`src/rtl/sequencer_pkg.sv`:
```
// Shared types and constants for the operator input sequencer and the register-file mux.
package sequencer_pkg;

  typedef enum logic [2:0] {
    LOAD_A,
    LOAD_B,
    LOAD_OP,
    SETUP,
    WRITE,
    EXEC,
    WAIT_DONE,
    SHOW
  } state_t;

  localparam logic [1:0] SEL_A   = 2'd0;
  localparam logic [1:0] SEL_B   = 2'd1;
  localparam logic [1:0] SEL_OP  = 2'd2;
  localparam logic [1:0] SEL_BUF = 2'd3;

  localparam logic [3:0] LED_A   = 4'b0001;
  localparam logic [3:0] LED_B   = 4'b0010;
  localparam logic [3:0] LED_OP  = 4'b0100;
  localparam logic [3:0] LED_RUN = 4'b1000;

  // Phase indicator for a selector value; the buffer selector means exec/show.
  function automatic logic [3:0] led_for_sel(input logic [1:0] sel);
    case (sel)
      SEL_A:   return LED_A;
      SEL_B:   return LED_B;
      SEL_OP:  return LED_OP;
      default: return LED_RUN;
    endcase
  endfunction

endpackage

```
`src/rtl/input_sequencer_if.sv`:
```
// Selector/enable/data bus between the input sequencer (master) and the register-file mux (slave).
interface input_sequencer_if;
  logic [1:0] seletor;
  logic       enable;
  logic [7:0] dataOut;

  modport master (output seletor, enable, dataOut);
  modport slave  (input  seletor, enable, dataOut);
endinterface

```
`src/rtl/key_debounce.sv`:
```
// Push-button synchronizer and debouncer; emits a one-cycle strobe per accepted press.
module key_debounce #(
  parameter int DEBOUNCE_CYCLES = 50000
) (
  input  logic clock,
  input  logic resetn,
  input  logic key,
  output logic press
);

  localparam int CNT_W = (DEBOUNCE_CYCLES > 1) ? $clog2(DEBOUNCE_CYCLES + 1) : 1;
  localparam logic [CNT_W-1:0] CNT_LAST = CNT_W'(DEBOUNCE_CYCLES - 1);

  logic             sync1_q, sync2_q;
  logic             stable_q;
  logic             press_q;
  logic [CNT_W-1:0] cnt_q;

  // The counter only runs while the synchronized level differs from the accepted one,
  // so any bounce back to the accepted level restarts the qualification window.
  always_ff @(posedge clock) begin
    if (!resetn) begin
      sync1_q  <= 1'b1;
      sync2_q  <= 1'b1;
      stable_q <= 1'b1;
      cnt_q    <= '0;
      press_q  <= 1'b0;
    end else begin
      sync1_q <= key;
      sync2_q <= sync1_q;
      press_q <= 1'b0;
      if (sync2_q == stable_q) begin
        cnt_q <= '0;
      end else if (cnt_q == CNT_LAST) begin
        stable_q <= sync2_q;
        cnt_q    <= '0;
        press_q  <= ~sync2_q;
      end else begin
        cnt_q <= cnt_q + 1'b1;
      end
    end
  end

  assign press = press_q;

endmodule

```
`src/rtl/input_sequencer.sv`:
```
// Operator front end: loads A, B and the opcode through the mux, starts the processor,
// then parks the selector on the result buffer.
module input_sequencer
  import sequencer_pkg::*;
#(
  parameter int DEBOUNCE_CYCLES = 50000
) (
  input  logic                      clock,
  input  logic                      resetn,
  input  logic                      key,
  input  logic [7:0]                switches,
  input  logic                      done,
  input_sequencer_if.master         bus,
  output logic                      execute,
  output logic [3:0]                stateLeds
);

  logic       press;
  state_t     state_q;
  logic [1:0] sel_q;
  logic       en_q;
  logic       exec_q;
  logic [7:0] data_q;
  logic [3:0] leds_q;

  key_debounce #(.DEBOUNCE_CYCLES(DEBOUNCE_CYCLES)) u_debounce (
    .clock  (clock),
    .resetn (resetn),
    .key    (key),
    .press  (press)
  );

  // sel_q doubles as the record of which phase is being written during SETUP/WRITE.
  always_ff @(posedge clock) begin
    if (!resetn) begin
      state_q <= LOAD_A;
      sel_q   <= SEL_A;
      en_q    <= 1'b0;
      exec_q  <= 1'b0;
      data_q  <= 8'h00;
      leds_q  <= LED_A;
    end else begin
      en_q   <= 1'b0;
      exec_q <= 1'b0;
      case (state_q)
        LOAD_A, LOAD_B, LOAD_OP: begin
          if (press) begin
            data_q  <= switches;
            sel_q   <= (state_q == LOAD_A) ? SEL_A : (state_q == LOAD_B) ? SEL_B : SEL_OP;
            state_q <= SETUP;
          end
        end
        SETUP: begin
          en_q    <= 1'b1;
          state_q <= WRITE;
        end
        WRITE: begin
          leds_q <= led_for_sel(sel_q + 2'd1);
          case (sel_q)
            SEL_A:   state_q <= LOAD_B;
            SEL_B:   state_q <= LOAD_OP;
            default: begin
              state_q <= EXEC;
              exec_q  <= 1'b1;
              sel_q   <= SEL_BUF;
            end
          endcase
        end
        EXEC:      state_q <= WAIT_DONE;
        WAIT_DONE: if (done) state_q <= SHOW;
        SHOW: begin
          if (press) begin
            state_q <= LOAD_A;
            sel_q   <= SEL_A;
            leds_q  <= LED_A;
          end
        end
        default:   state_q <= LOAD_A;
      endcase
    end
  end

  assign bus.seletor = sel_q;
  assign bus.enable  = en_q;
  assign bus.dataOut = data_q;
  assign execute     = exec_q;
  assign stateLeds   = leds_q;

endmodule

```
`src/flat_wrapper.sv`:
```
// flat-port wrapper written by rule: the top's interface ports become plain ports
module input_sequencer_flat import sequencer_pkg::*;
#(
  parameter int DEBOUNCE_CYCLES = 50000
)
  (clock, resetn, key, switches, done, execute, stateLeds, bus_seletor, bus_enable, bus_dataOut);
  input_sequencer_if bus_i ();
  input  logic clock;
  input  logic resetn;
  input  logic key;
  input  logic [7:0] switches;
  input  logic done;
  output logic execute;
  output logic [3:0] stateLeds;
  output wire logic [$bits(bus_i.seletor)-1:0] bus_seletor;
  output wire logic [$bits(bus_i.enable)-1:0] bus_enable;
  output wire logic [$bits(bus_i.dataOut)-1:0] bus_dataOut;
  assign bus_seletor = bus_i.seletor;
  assign bus_enable = bus_i.enable;
  assign bus_dataOut = bus_i.dataOut;
  input_sequencer #(.DEBOUNCE_CYCLES(DEBOUNCE_CYCLES)) u_core (.clock(clock), .resetn(resetn), .key(key), .switches(switches), .done(done), .bus(bus_i), .execute(execute), .stateLeds(stateLeds));
endmodule
```
`config.mk`:
```
export PLATFORM = sky130hd
export DESIGN_NAME = input_sequencer_flat
export DESIGN_NICKNAME = d
export VERILOG_FILES = /design/src/rtl/sequencer_pkg.sv /design/src/rtl/input_sequencer_if.sv /design/src/rtl/key_debounce.sv /design/src/rtl/input_sequencer.sv /design/src/flat_wrapper.sv
export SDC_FILE = /design/constraint.sdc
export NUM_CORES = 1
export LEC_CHECK = 0
export BUFFER_PORTS_ARGS = -buffer_cell sky130_fd_sc_hd__buf_2
export CORE_MARGIN = 8
export CORE_UTILIZATION = 42
export CTS_CLUSTER_DIAMETER = 120
export DETAILED_ROUTE_END_ITERATION = 6
export SLEW_MARGIN = 20
export SYNTH_ARGS = -nofsm -noshare
export SYNTH_HDL_FRONTEND = slang
export SYNTH_HIERARCHICAL = 1
export SYNTH_SLANG_ARGS = --single-unit
```
`constraint.sdc`:
```
create_clock -name clock -period 2.05 [get_ports clock]
set_input_delay 0.205 -clock clock [delete_from_list [all_inputs] [get_ports clock]]
set_output_delay 0.205 -clock clock [all_outputs]
set_load 0.1 [all_outputs]
```
======== Yosys cells after proc, flatten, opt, wreduce, memory -nomap -nowiden ========
Index checks and enable logic that the tools add are counted.
Widths: inputs -> output; s select.
word-level totals
  register bits after elaboration ......... 39
  latch bits .............................. 0
  RAM bits ................................ 0
  memory bits (read-only) ................. 0
  input port bits ......................... 12
  output and inout port bits .............. 16
  logic and storage cells ................. 64
  memories kept ........................... 0
operators by class
  $add $sub $neg .......................... 2
  multiply operators ...................... 0
  div/mod/pow operators ................... 0
  magnitude comparators ................... 0
  equal/unequal tests ..................... 16
  shift-type cells ........................ 0
  mux-type cells .......................... 16
  bitwise logic cells ..................... 4
  reduce and logical (&&, ||, !) cells .... 15
operator list
  kind                   number
  $pmux 3 s6             1
  $add 16x1->16 const B  1
  $eq 16x16->1 const B   1
  $eq 3x3->1 const B     4
  $pmux 4 s3             1
  $mux 2                 5
  $mux 3                 3
  $reduce_or 3->1        3
  $ne 2x2->1 const B     4
  $pmux 4 s2             1
  $reduce_and 2->1       4
  $eq 3x2->1 const B     2
  $pmux 2 s3             1
  $pmux 3 s2             1
  $eq 2x1->1 const B     2
  $logic_not 2->1        2
  $mux 4                 1
  $not 1->1              4
  $reduce_and 4->1       1
  $eq 3x1->1 const B     1
  $logic_not 3->1        1
  $reduce_and 3->1       1
  $reduce_bool 3->1      1
  $add 2x1->2 const B    1
  5 further kinds        6

======== Logic depth before layout (Yosys ltp) ========
Gate-level depths: netlist of run 1.
  depth after elaboration ................. 5
  mapped depth ............................ 7
  mapped depth without buffers ............ 5

======== By module ========
The synthesis of run 1 kept the hierarchy.
by module, submodules not included
  module           instances  cells an instance  area each (sq um)  sequential area each (sq um)
  key_debounce     1          98                 878.3              400.4
  input_sequencer  1          93                 850.8              380.4

======== Worst setup path after synthesis of run 1 ========
Ideal clock, no wire load.
  kind .................................... flip-flop to flip-flop
  from .................................... register u_core.u_debounce.cnt_q[11]
  to ...................................... register u_core.u_debounce.cnt_q[11]
  library setup time ...................... 115 ps
  arrival ................................. 1,556 ps
  data required time ...................... 1,935 ps
  path slack .............................. 379 ps
  cell stages (with the launch flop) ...... 7
  buffers on the path ..................... 2
  period minus slack after synthesis ...... 1,671 ps
  cell sequence ........................... dfxtp_1 > or4_1 > nor4_2 > or2_1 > buf_6 > buf_12 > nor2_1
between the ends
  cells in the longest elaborated chain, start to end .. 2
  elaborated cells between the ends (all ways) .. 3
  classes of those cells .................. 1 x add/sub; 1 x eq/ne; 1 x reduce/logical
RTL lines
  element                                                                line                text
  start: declaration                                                     key_debounce.sv:17  logic [CNT_W-1:0] cnt_q;
  start signal: assignment                                               key_debounce.sv:39  cnt_q <= cnt_q + 1'b1;
  parallel branches: the longest is 2 deep, another holds $add 16x1->16  --
Several ways; the timed one is not identified.
A chain may end at the register's enable or synchronous reset.

======== Final worst setup path of run 1 ========
  from .................................... register u_core.u_debounce.cnt_q[10]
  to ...................................... register u_core.u_debounce.cnt_q[4]
between the ends
  cells in the longest elaborated chain, start to end .. 2
RTL lines
  element                    line                text
  $eq 16x16->1               key_debounce.sv:34  end else if (cnt_q == CNT_LAST) begin
  $reduce_or 3->1 (no line)  --
No other way between the ends.

==> results of run 1 <==
==> cell usage after synthesis (2+ instances only) <==
library cell,n
clkbuf_1,3
inv_1,8
nand4_1,8
nor4_1,2
nand3_1,9
buf_4,3
nor2b_1,2
buf_6,2
dfxtp_1,39
nor3_1,8
nand2_1,13
o21ai_0,2
nand2b_1,5
xor2_1,2
xnor2_1,12
o32ai_1,2
o22ai_1,3
a21oi_1,5
or4_1,2
nor2_1,33
mux2i_1,9
==> kinds of logic (layout without fill, tap and decap cells) <==
family,Yosys count,after routing,share of synthesized area (%)
flops,39,39,45.15
simple gates,91,91,27.14
mux,10,10,6.078
xor+xnor,14,14,7.091
buf+inv,18,46,6.367
compound gates,18,18,7.453
fa+ha+maj,1,1,0.7235
==> cell type report <==
class | count | area share [%]
clock buffers | 6 | 3.716
repair buffers | 31 | 8.456
flip-flops and latches | 39 | 39.97
multi-input cells | 134 | 42.92
well taps | 50 | 3.203
inverters | 9 | 1.730
==> where the power goes <==
part           leakage (uW)  switching, uW  internal (uW)
clock             0.0000371            234            227
combinational      0.000386           15.5           12.8
sequential         0.000315           1.52            760
total              0.000738            252            999
==> per-stage QoR <==
step	hold slack [ns]	instance area [um^2]
2_1_floorplan	0.2669	1729
3_3_place_gp	0.3889	1881
3_5_place_dp	0.3905	1881
4_1_cts	0.09134	1953
5_1_grt	0.09655	1953
6_report	0.09920	1953
==> metal layers <==
metal | track usage, % | vias up
li1 | - | 713
met1 | 12.83 | 612
met2 | 19.32 | 19
met3 | 4.241 | 5
met4 | 4.364 | 0
met5 | 0 | -
==> state kept, by name, indices dropped and copies added (netlist names) <==
signal,flops
u_core/bus.dataOut,8
u_core/bus.enable,1
u_core/u_debounce/sync2_q,1
u_core/execute,1
u_core/bus.seletor,2
u_core/u_debounce/stable_q,1
u_core/u_debounce/press,1
u_core/u_debounce/cnt_q,16
u_core/u_debounce/sync1_q,1
u_core/stateLeds,4
u_core/state_q,3
==> worst max-delay path, cell delays in order, from the launching register on <==
cell and delay [ns]:
dfxtp_1 0.34, or4_1 0.54, nor4_2 0.34, or2_1 0.14
buf_4 0.20, nor2_1 0.07
==> how the worst min path moves through the flow <==
stage	endpoint	startpoint	slack [ns]
after global placement	u_core/u_debounce/sync1_q	key	0.39
final	u_core/u_debounce/sync1_q	key	0.1
after detailed placement	u_core/u_debounce/sync1_q	key	0.39
after global routing	u_core/u_debounce/sync1_q	key	0.1
after floorplan	u_core/u_debounce/stable_q	resetn	0.27
after CTS	u_core/u_debounce/sync1_q	key	0.09
==> flow_metrics.py, run 1 <==
metrics = {
    "timing": {
        "setup_viol": 0,
        "slew_headroom_pct": 67.32,
        "rsz0062_at_grt": "no",
        "period_needed_ns": 1.743,
        "fin_skew_ns": 0.004300,
        "worst_pin_slew_ns": 0.4936,
        "finalHoldViolCount": 0,
        "max_clock_freq_mhz": 573.6,
        "finalSetupTns_ns": 0,
        "period_share_pct": 85.05,
        "fin_ws_ns": 0.3065,
        "drv_slew": 0,
    },
    "detailed_routing": {
        "vias_per_cell": 5.015,
        "drtIter0Drc": 43,
        "drt-total-wl_um": 3462,
        "num_vias": 1349,
        "route.detailed.drc": 0,
        "wl_met3_um": 134,
        "drt-met1-wl_um": 1571,
        "wl_per_cell_um": 12.87,
        "drtPass1Iterations": 4,
        "routed.top_layer": "met4",
        "antenna_left": 0,
        "dr_wl_met2_um": 1720,
    },
    "clock_tree": {
        "cts_root_buffer": "clkbuf_8",
        "hold_buffers": 0,
        "postCtsSetupBuffers": 0,
        "clk_pin_slew_ns": 0.07,
        "h-tree-depth": 2,
        "cts_made_buffers": 5,
        "clkLatencyLatePin_ns": 0.28,
        "ctsResizeCount": 0,
        "cts_tree": "done",
        "clock_sinks": 39,
        "cts_buffer_depth": 2,
    },
    "logic_synthesis": {
        "yosys.cell_types.count": 40,
        "avgSynthCellArea_um2": 9.053,
        "netlist_area_um2": 1729,
        "synth_top_area_share_pct": 45.15,
        "synth_edf_count": 0,
        "synth.largest_area_cell": "dfxtp_1",
        "synth_seq_cells": 39,
        "ys_seq_area_share_pct": 45.15,
        "synthCells": 191,
        "syn-num-nets": 204,
        "yosys_warnings": 6,
        "synthFlopType": "dfxtp_1",
        "ys_async_sr_fraction_pct": 0,
        "synthTopCellsByArea": "dfxtp_1, nor2_1, xnor2_1",
    },
    "critical_path": {
        "end_kind": "flip-flop",
        "cp-endpoint": "u_core/u_debounce/cnt_q[4]",
        "cp_max_fo": 15,
        "crit_start": "u_core/u_debounce/cnt_q[10]",
        "rr_startpoint": "u_core/u_debounce/cnt_q[10]",
        "cp.required_ns": 2.22,
        "r2r-end": "u_core/u_debounce/cnt_q[4]",
        "ff2ff_setup_slack_ns": 0.31,
        "crit_type": "flip-flop to flip-flop",
        "cp.arrival_ns": 1.91,
        "start_kind": "flip-flop",
        "r2r_cells": 5,
    },
    "pwr": {
        "cellPowerDensity_nw_per_um2": 640.4,
        "leakage_uw": 0.0007376,
        "ir_drop_mv": 0.3981,
        "p_total_uw": 1251,
    },
    "placed_design": {
        "post-place-ws_ns": 0.3033,
        "hpwl_um": 2507,
        "portBuffers": 27,
        "gp_congestion": 0.7202,
        "dp_cells": 263,
    },
    "die": {
        "io_pins": 28,
        "num_rows": 23,
        "start_util_pct": 43.54,
        "coreArea_um2": 3971,
        "die_h_um": 80.17,
        "die_x_um": 80.17,
        "dieArea_um2": 6426,
    },
    "hold_path": {
        "whs_path_depth": 2,
        "hold_path_class": "input pin to flip-flop",
    },
    "finish": {
        "final_util_pct": 49.18,
        "multiInputGateArea_um2": 838.3,
        "final_cell_mix": "dfxtp_1, nor2_1, buf_2",
        "fin_nets": 233,
        "syn_to_final_growth_pct": 12.95,
        "seqCellArea_um2": 780.7,
        "mostFrequentLayoutCell": "dfxtp_1",
        "antenna_cells": 0,
        "n_fill_cell": 394,
        "fin_cells": 269,
        "post_route_cells_drive_above_1_share_pct": 21.00,
    },
    "global_routing": {
        "groute.usage.overall_pct": 11.47,
        "grt_max_degree": 16,
        "grt_antenna_before_repair": 0,
        "grt_pass1_vias": 1287,
        "grt-ovfl-total": 0,
        "grt_pass1_wl_um": 5837,
    },
    "outcome": {
        "outcome": "finished clean",
    },
    "flow_run": {
        "maxCapViolations": 0,
    },
}
Power figures use the tool's default switching activity.
==> inputs of run 2 (changes only) <==
clock period = 2.1 ns   (was 2.05 ns; I/O delays follow)
==> flow_metrics.py, run 2 (synthesis gave the netlist of run 1 again) <==
metrics = {
    "outcome": {
        "outcome": "finished clean",
    },
    "critical_path": {
        "path_cells": "or4_1, nor4_2, or2_1, buf_4, nor2_1",
        "end_kind": "flip-flop",
        "slowest_stage": "or4_1",
        "cp.arrival_ns": 1.93,
        "cp_max_fo": 15,
        "crit_type": "flip-flop to flip-flop",
        "slowest_delay_ns": 0.54,
        "start_kind": "flip-flop",
        "cp.required_ns": 2.28,
    },
    "clock_tree": {
        "cts_tree": "done",
        "cts_buffer_depth": 2,
        "clock_sinks": 39,
        "ctsResizeCount": 0,
        "postCtsSetupBuffers": 0,
        "clk_pin_slew_ns": 0.07,
        "cts_root_buffer": "clkbuf_8",
        "clkLatencyLatePin_ns": 0.29,
        "h-tree-depth": 2,
        "hold_buffers": 0,
        "cts_made_buffers": 5,
    },
    "finish": {
        "fin_cells": 269,
        "post_route_cells_drive_above_1_share_pct": 21.46,
        "n_fill_cell": 383,
        "regMostFlops": "u_core/u_debounce/cnt_q",
        "syn_to_final_growth_pct": 12.74,
        "fin_nets": 231,
        "final_cell_mix": "dfxtp_1, nor2_1, buf_2",
        "mostFrequentLayoutCell": "dfxtp_1",
        "antenna_cells": 0,
        "largest_reg_flops": 16,
    },
    "timing": {
        "hold_ws_ns": 0.09555,
        "setup_viol": 0,
        "max_clock_freq_mhz": 570.7,
        "slew_headroom_pct": 67.20,
        "worst_pin_slew_ns": 0.4954,
        "fin_skew_ns": 0.007224,
        "rsz0062_at_grt": "no",
        "finalSetupTns_ns": 0,
        "drv_slew": 0,
        "period_needed_ns": 1.752,
        "period_share_pct": 83.44,
        "finalHoldViolCount": 0,
    },
    "global_routing": {
        "grt-ovfl-total": 0,
        "groute.usage.overall_pct": 11.03,
        "grt_max_degree": 16,
        "grt_antenna_before_repair": 0,
        "grt_pass1_vias": 1240,
        "grt_pass1_wl_um": 5616,
    },
    "die": {
        "coreArea_um2": 3971,
        "die_x_um": 80.17,
        "start_util_pct": 43.54,
        "dieArea_um2": 6426,
        "die_h_um": 80.17,
        "num_rows": 23,
        "io_pins": 28,
    },
    "pwr": {
        "leakage_uw": 0.0007372,
        "ir_drop_mv": 0.2615,
        "cellPowerDensity_nw_per_um2": 639.9,
        "p_total_uw": 1247,
    },
    "placed_design": {
        "gp_congestion": 0.7214,
        "portBuffers": 27,
        "dp_cells": 261,
        "hpwl_um": 2418,
    },
    "detailed_routing": {
        "wl_per_cell_um": 12.45,
        "antenna_left": 0,
        "drtIter0Drc": 76,
        "num_vias": 1376,
        "drt-total-wl_um": 3349,
        "vias_per_cell": 5.115,
        "route.detailed.drc": 0,
        "drtPass1Iterations": 4,
    },
    "flow_run": {
        "maxCapViolations": 0,
    },
    "hold_path": {
        "hold_path_class": "input pin to flip-flop",
    },
}
[run 2: critical path, delay by kind of cell, from the launching register on]
kind	cells	cell delay (ns)
flip-flops	1	0.34
AND/OR/NAND/NOR	4	1.10
buffers and inverters	1	0.20
[run 2: layout make-up]
type	count	area [um^2]	share of cell area, %
clock inverter	3	15.01	0.7702
inverter	9	33.78	1.733
sequential	39	780.7	40.05
multi-input combinational	134	838.3	43.00
tap	50	62.56	3.209
timing repair buffer	29	150.1	7.702
clock buffer	5	68.82	3.530
[run 2: power by group]
group | switching [uW] | leakage, uW | total [uW] | internal (uW)
registers | 1.58 | 0.000315 | 743 | 741
logic | 15.3 | 0.000375 | 27.8 | 12.5
clock network | 250 | 0.0000477 | 477 | 227
[run 2: per-stage QoR]
| stage | worst slack (ns) | utilization (%) | area, um^2 |
|---|---|---|---|
| 5_1_grt | 0.2281 | 49.09 | 1949 |
| 6_report | 0.3478 | 49.09 | 1949 |
| 2_1_floorplan | 0.4293 | - | 1729 |
| 3_5_place_dp | 0.3521 | 46.98 | 1866 |
| 3_3_place_gp | 0.4028 | 46.98 | 1866 |
| 4_1_cts | 0.3354 | 49.09 | 1949 |
[run 2: final timing paths]
check / slack (ns) / to / cells after the start / start
worst min register to register: 0.42 / u_core/u_debounce/sync2_q / 1 / u_core/u_debounce/sync1_q
worst min-delay path: 0.1 / u_core/u_debounce/sync1_q / 2 / key
worst max register to register: 0.35 / u_core/u_debounce/cnt_q[12] / 5 / u_core/u_debounce/cnt_q[10]
worst max-delay path: 0.35 / u_core/u_debounce/cnt_q[12] / 5 / u_core/u_debounce/cnt_q[10]
[run 2: per-layer routing]
layer  vias to the layer above  routed length [um]  track usage [%]
met4                         0                  55            4.364
met3                         6                 179            4.576
met2                        20                1629            18.59
li1                        715                   -                -
met5                         -                   0                0
met1                       635                1484            11.97
==> inputs of run 3 (changes only) <==
ABC_AREA = 1   (was not set)
clock period = 1.65 ns   (was 2.1 ns; I/O delays follow)
==> flow_metrics.py, run 3 <==
metrics = {
    "placed_design": {
        "gp_congestion": 0.7891,
        "hpwl_um": 2722,
        "dp_cells": 332,
        "portBuffers": 27,
    },
    "global_routing": {
        "groute.usage.overall_pct": 12.10,
        "grt_util_met3_pct": 3.680,
        "use_met1_pct": 15.48,
        "gr-max-usage-layer": "met2",
        "grt_pass1_vias": 1505,
        "grt-ovfl-total": 0,
        "use_met2_pct": 18.32,
        "grt_pass1_wl_um": 6472,
        "grt_max_degree": 17,
        "grt_antenna_before_repair": 0,
    },
    "die": {
        "io_pins": 28,
        "die_x_um": 82.20,
        "coreArea_um2": 4294,
        "start_util_pct": 42.86,
        "num_rows": 24,
        "die_h_um": 82.20,
        "dieArea_um2": 6757,
    },
    "logic_synthesis": {
        "synth_top_area_share_pct": 42.42,
        "yosys.cell_types.count": 28,
        "synth_commonest_cells": "nand2_1, dfxtp_1, inv_1, nor2_1",
        "ys_async_sr_fraction_pct": 0,
        "synthCells": 255,
        "avgSynthCellArea_um2": 7.218,
        "synth_seq_cells": 39,
        "synthFlopType": "dfxtp_1",
        "syn-num-nets": 268,
        "ys_seq_area_share_pct": 42.42,
        "synth_edf_count": 0,
        "synth.largest_area_cell": "dfxtp_1",
        "yosys_warnings": 6,
        "netlist_area_um2": 1841,
        "synthTopCellsByArea": "dfxtp_1, nand2_1, inv_1",
        "synth.most_common_cell": "nand2_1",
    },
    "critical_path": {
        "slowest_delay_ns": 0.37,
        "cp_num_buf_inv": 0,
        "cp.arrival_ns": 1.54,
        "cp.required_ns": 1.83,
        "end_kind": "flip-flop",
        "cpMostUsedCell": "nor2_1",
        "path_cells": "ha_1, nand3_1, nor2_1, nand2_1, nand2_2, nor2_1",
        "slowest_stage": "dfxtp_1",
        "critPathTopFamily": "simple AND/OR/NAND/NOR gates",
        "crit_type": "flip-flop to flip-flop",
        "start_kind": "flip-flop",
        "cp_max_fo": 16,
    },
    "finish": {
        "final_cell_mix": "nand2_1, dfxtp_1, inv_1",
        "fin_cells": 340,
        "syn_to_final_growth_pct": 14.68,
        "n_fill_cell": 476,
        "antenna_cells": 0,
        "final_util_pct": 49.16,
        "post_route_cells_drive_above_1_share_pct": 20.49,
        "regMostFlops": "u_core/u_debounce/cnt_q",
        "fin_nets": 300,
        "largest_reg_flops": 16,
        "mostFrequentLayoutCell": "nand2_1",
    },
    "clock_tree": {
        "postCtsSetupBuffers": 0,
        "cts_tree": "done",
        "clock_sinks": 39,
        "cts_root_buffer": "clkbuf_8",
        "hold_buffers": 0,
        "clkLatencyLatePin_ns": 0.29,
        "clk_pin_slew_ns": 0.08,
        "cts_buffer_depth": 2,
        "cts_made_buffers": 5,
        "ctsResizeCount": 0,
        "h-tree-depth": 2,
    },
    "timing": {
        "drv_slew": 0,
        "worst_pin_slew_ns": 0.4916,
        "setup_viol": 0,
        "fin_skew_ns": 0.003114,
        "slew_headroom_pct": 67.45,
        "finalSetupTns_ns": 0,
        "period_needed_ns": 1.366,
        "hold_ws_ns": 0.03592,
        "finalHoldViolCount": 0,
        "period_share_pct": 82.78,
        "rsz0062_at_grt": "no",
        "max_clock_freq_mhz": 732.2,
    },
    "detailed_routing": {
        "antenna_left": 0,
        "wl_per_cell_um": 10.78,
        "drtPass1Iterations": 4,
        "route.detailed.drc": 0,
        "num_vias": 1611,
        "drtIter0Drc": 51,
        "drt-total-wl_um": 3666,
        "vias_per_cell": 4.738,
    },
    "hold_path": {
        "hold_path_class": "input pin to flip-flop",
    },
    "pwr": {
        "leakage_uw": 0.0008524,
        "cellPowerDensity_nw_per_um2": 769.8,
        "ir_drop_mv": 0.6352,
    },
    "flow_run": {
        "maxCapViolations": 0,
    },
    "outcome": {
        "outcome": "finished clean",
    },
}
run 3: logic make-up after synthesis:
| kind of cell | synth area share (%) |
|---|---|
| compound gates | 11.35 |
| xor+xnor | 2.380 |
| fa+ha+maj | 0.6797 |
| buf+inv | 9.653 |
| flops | 42.42 |
| simple gates | 33.52 |
run 3: final timing paths:
kind	startpoint	to	slack, ns	cells past startpoint
hold reg to reg	u_core/u_debounce/sync1_q	u_core/u_debounce/sync2_q	0.41	2
setup / recovery	u_core/u_debounce/cnt_q[0]	u_core/u_debounce/cnt_q[8]	0.28	6
setup reg to reg	u_core/u_debounce/cnt_q[0]	u_core/u_debounce/cnt_q[8]	0.28	6
hold / removal	key	u_core/u_debounce/sync1_q	0.04	3
run 3: routing by layer:
layer / share of wire [%] / vias up
met5: 0 / -
met4: 1.6 / 0
met3: 4.7 / 5
met2: 44 / 30
met1: 50 / 698
li1: - / 878
run 3: cell type report:
| cell class | instances | area (um^2) | share of cell area, % |
|---|---|---|---|
| Clock buffer | 5 | 68.82 | 3.260 |
| Clock inverter | 3 | 20.02 | 0.9484 |
| Inverter | 38 | 142.6 | 6.758 |
| Multi-Input combinational cell | 174 | 882.1 | 41.79 |
| Sequential cell | 39 | 782.0 | 37.05 |
| Tap cell | 52 | 65.06 | 3.082 |
| Timing Repair Buffer | 29 | 150.1 | 7.113 |
run 3: metrics by stage:
step / worst slack [ns] / cell area, um^2 / power [uW]
after floorplan: 0.1197 / 1842 / 985.7
after global placement: 0.3166 / 2022 / 1005
after detailed placement: 0.2800 / 2022 / 1005
after CTS: 0.2728 / 2111 / 1656
after global routing: 0.1245 / 2111 / 1692
final: 0.2842 / 2111 / 1625
run 3: worst reg2reg max path, stage by stage, from the launching register on:
cell and delay, ns:
dfxtp_1 0.37, ha_1 0.22, nand3_1 0.13, nor2_1 0.12
nand2_1 0.07, nand2_2 0.26, nor2_1 0.09
run 3: where the power goes:
group          switching, uW  total, uW  internal (uW)
logic                   21.5       37.7           16.3
registers               1.74        945            943
clock network            348        642            294
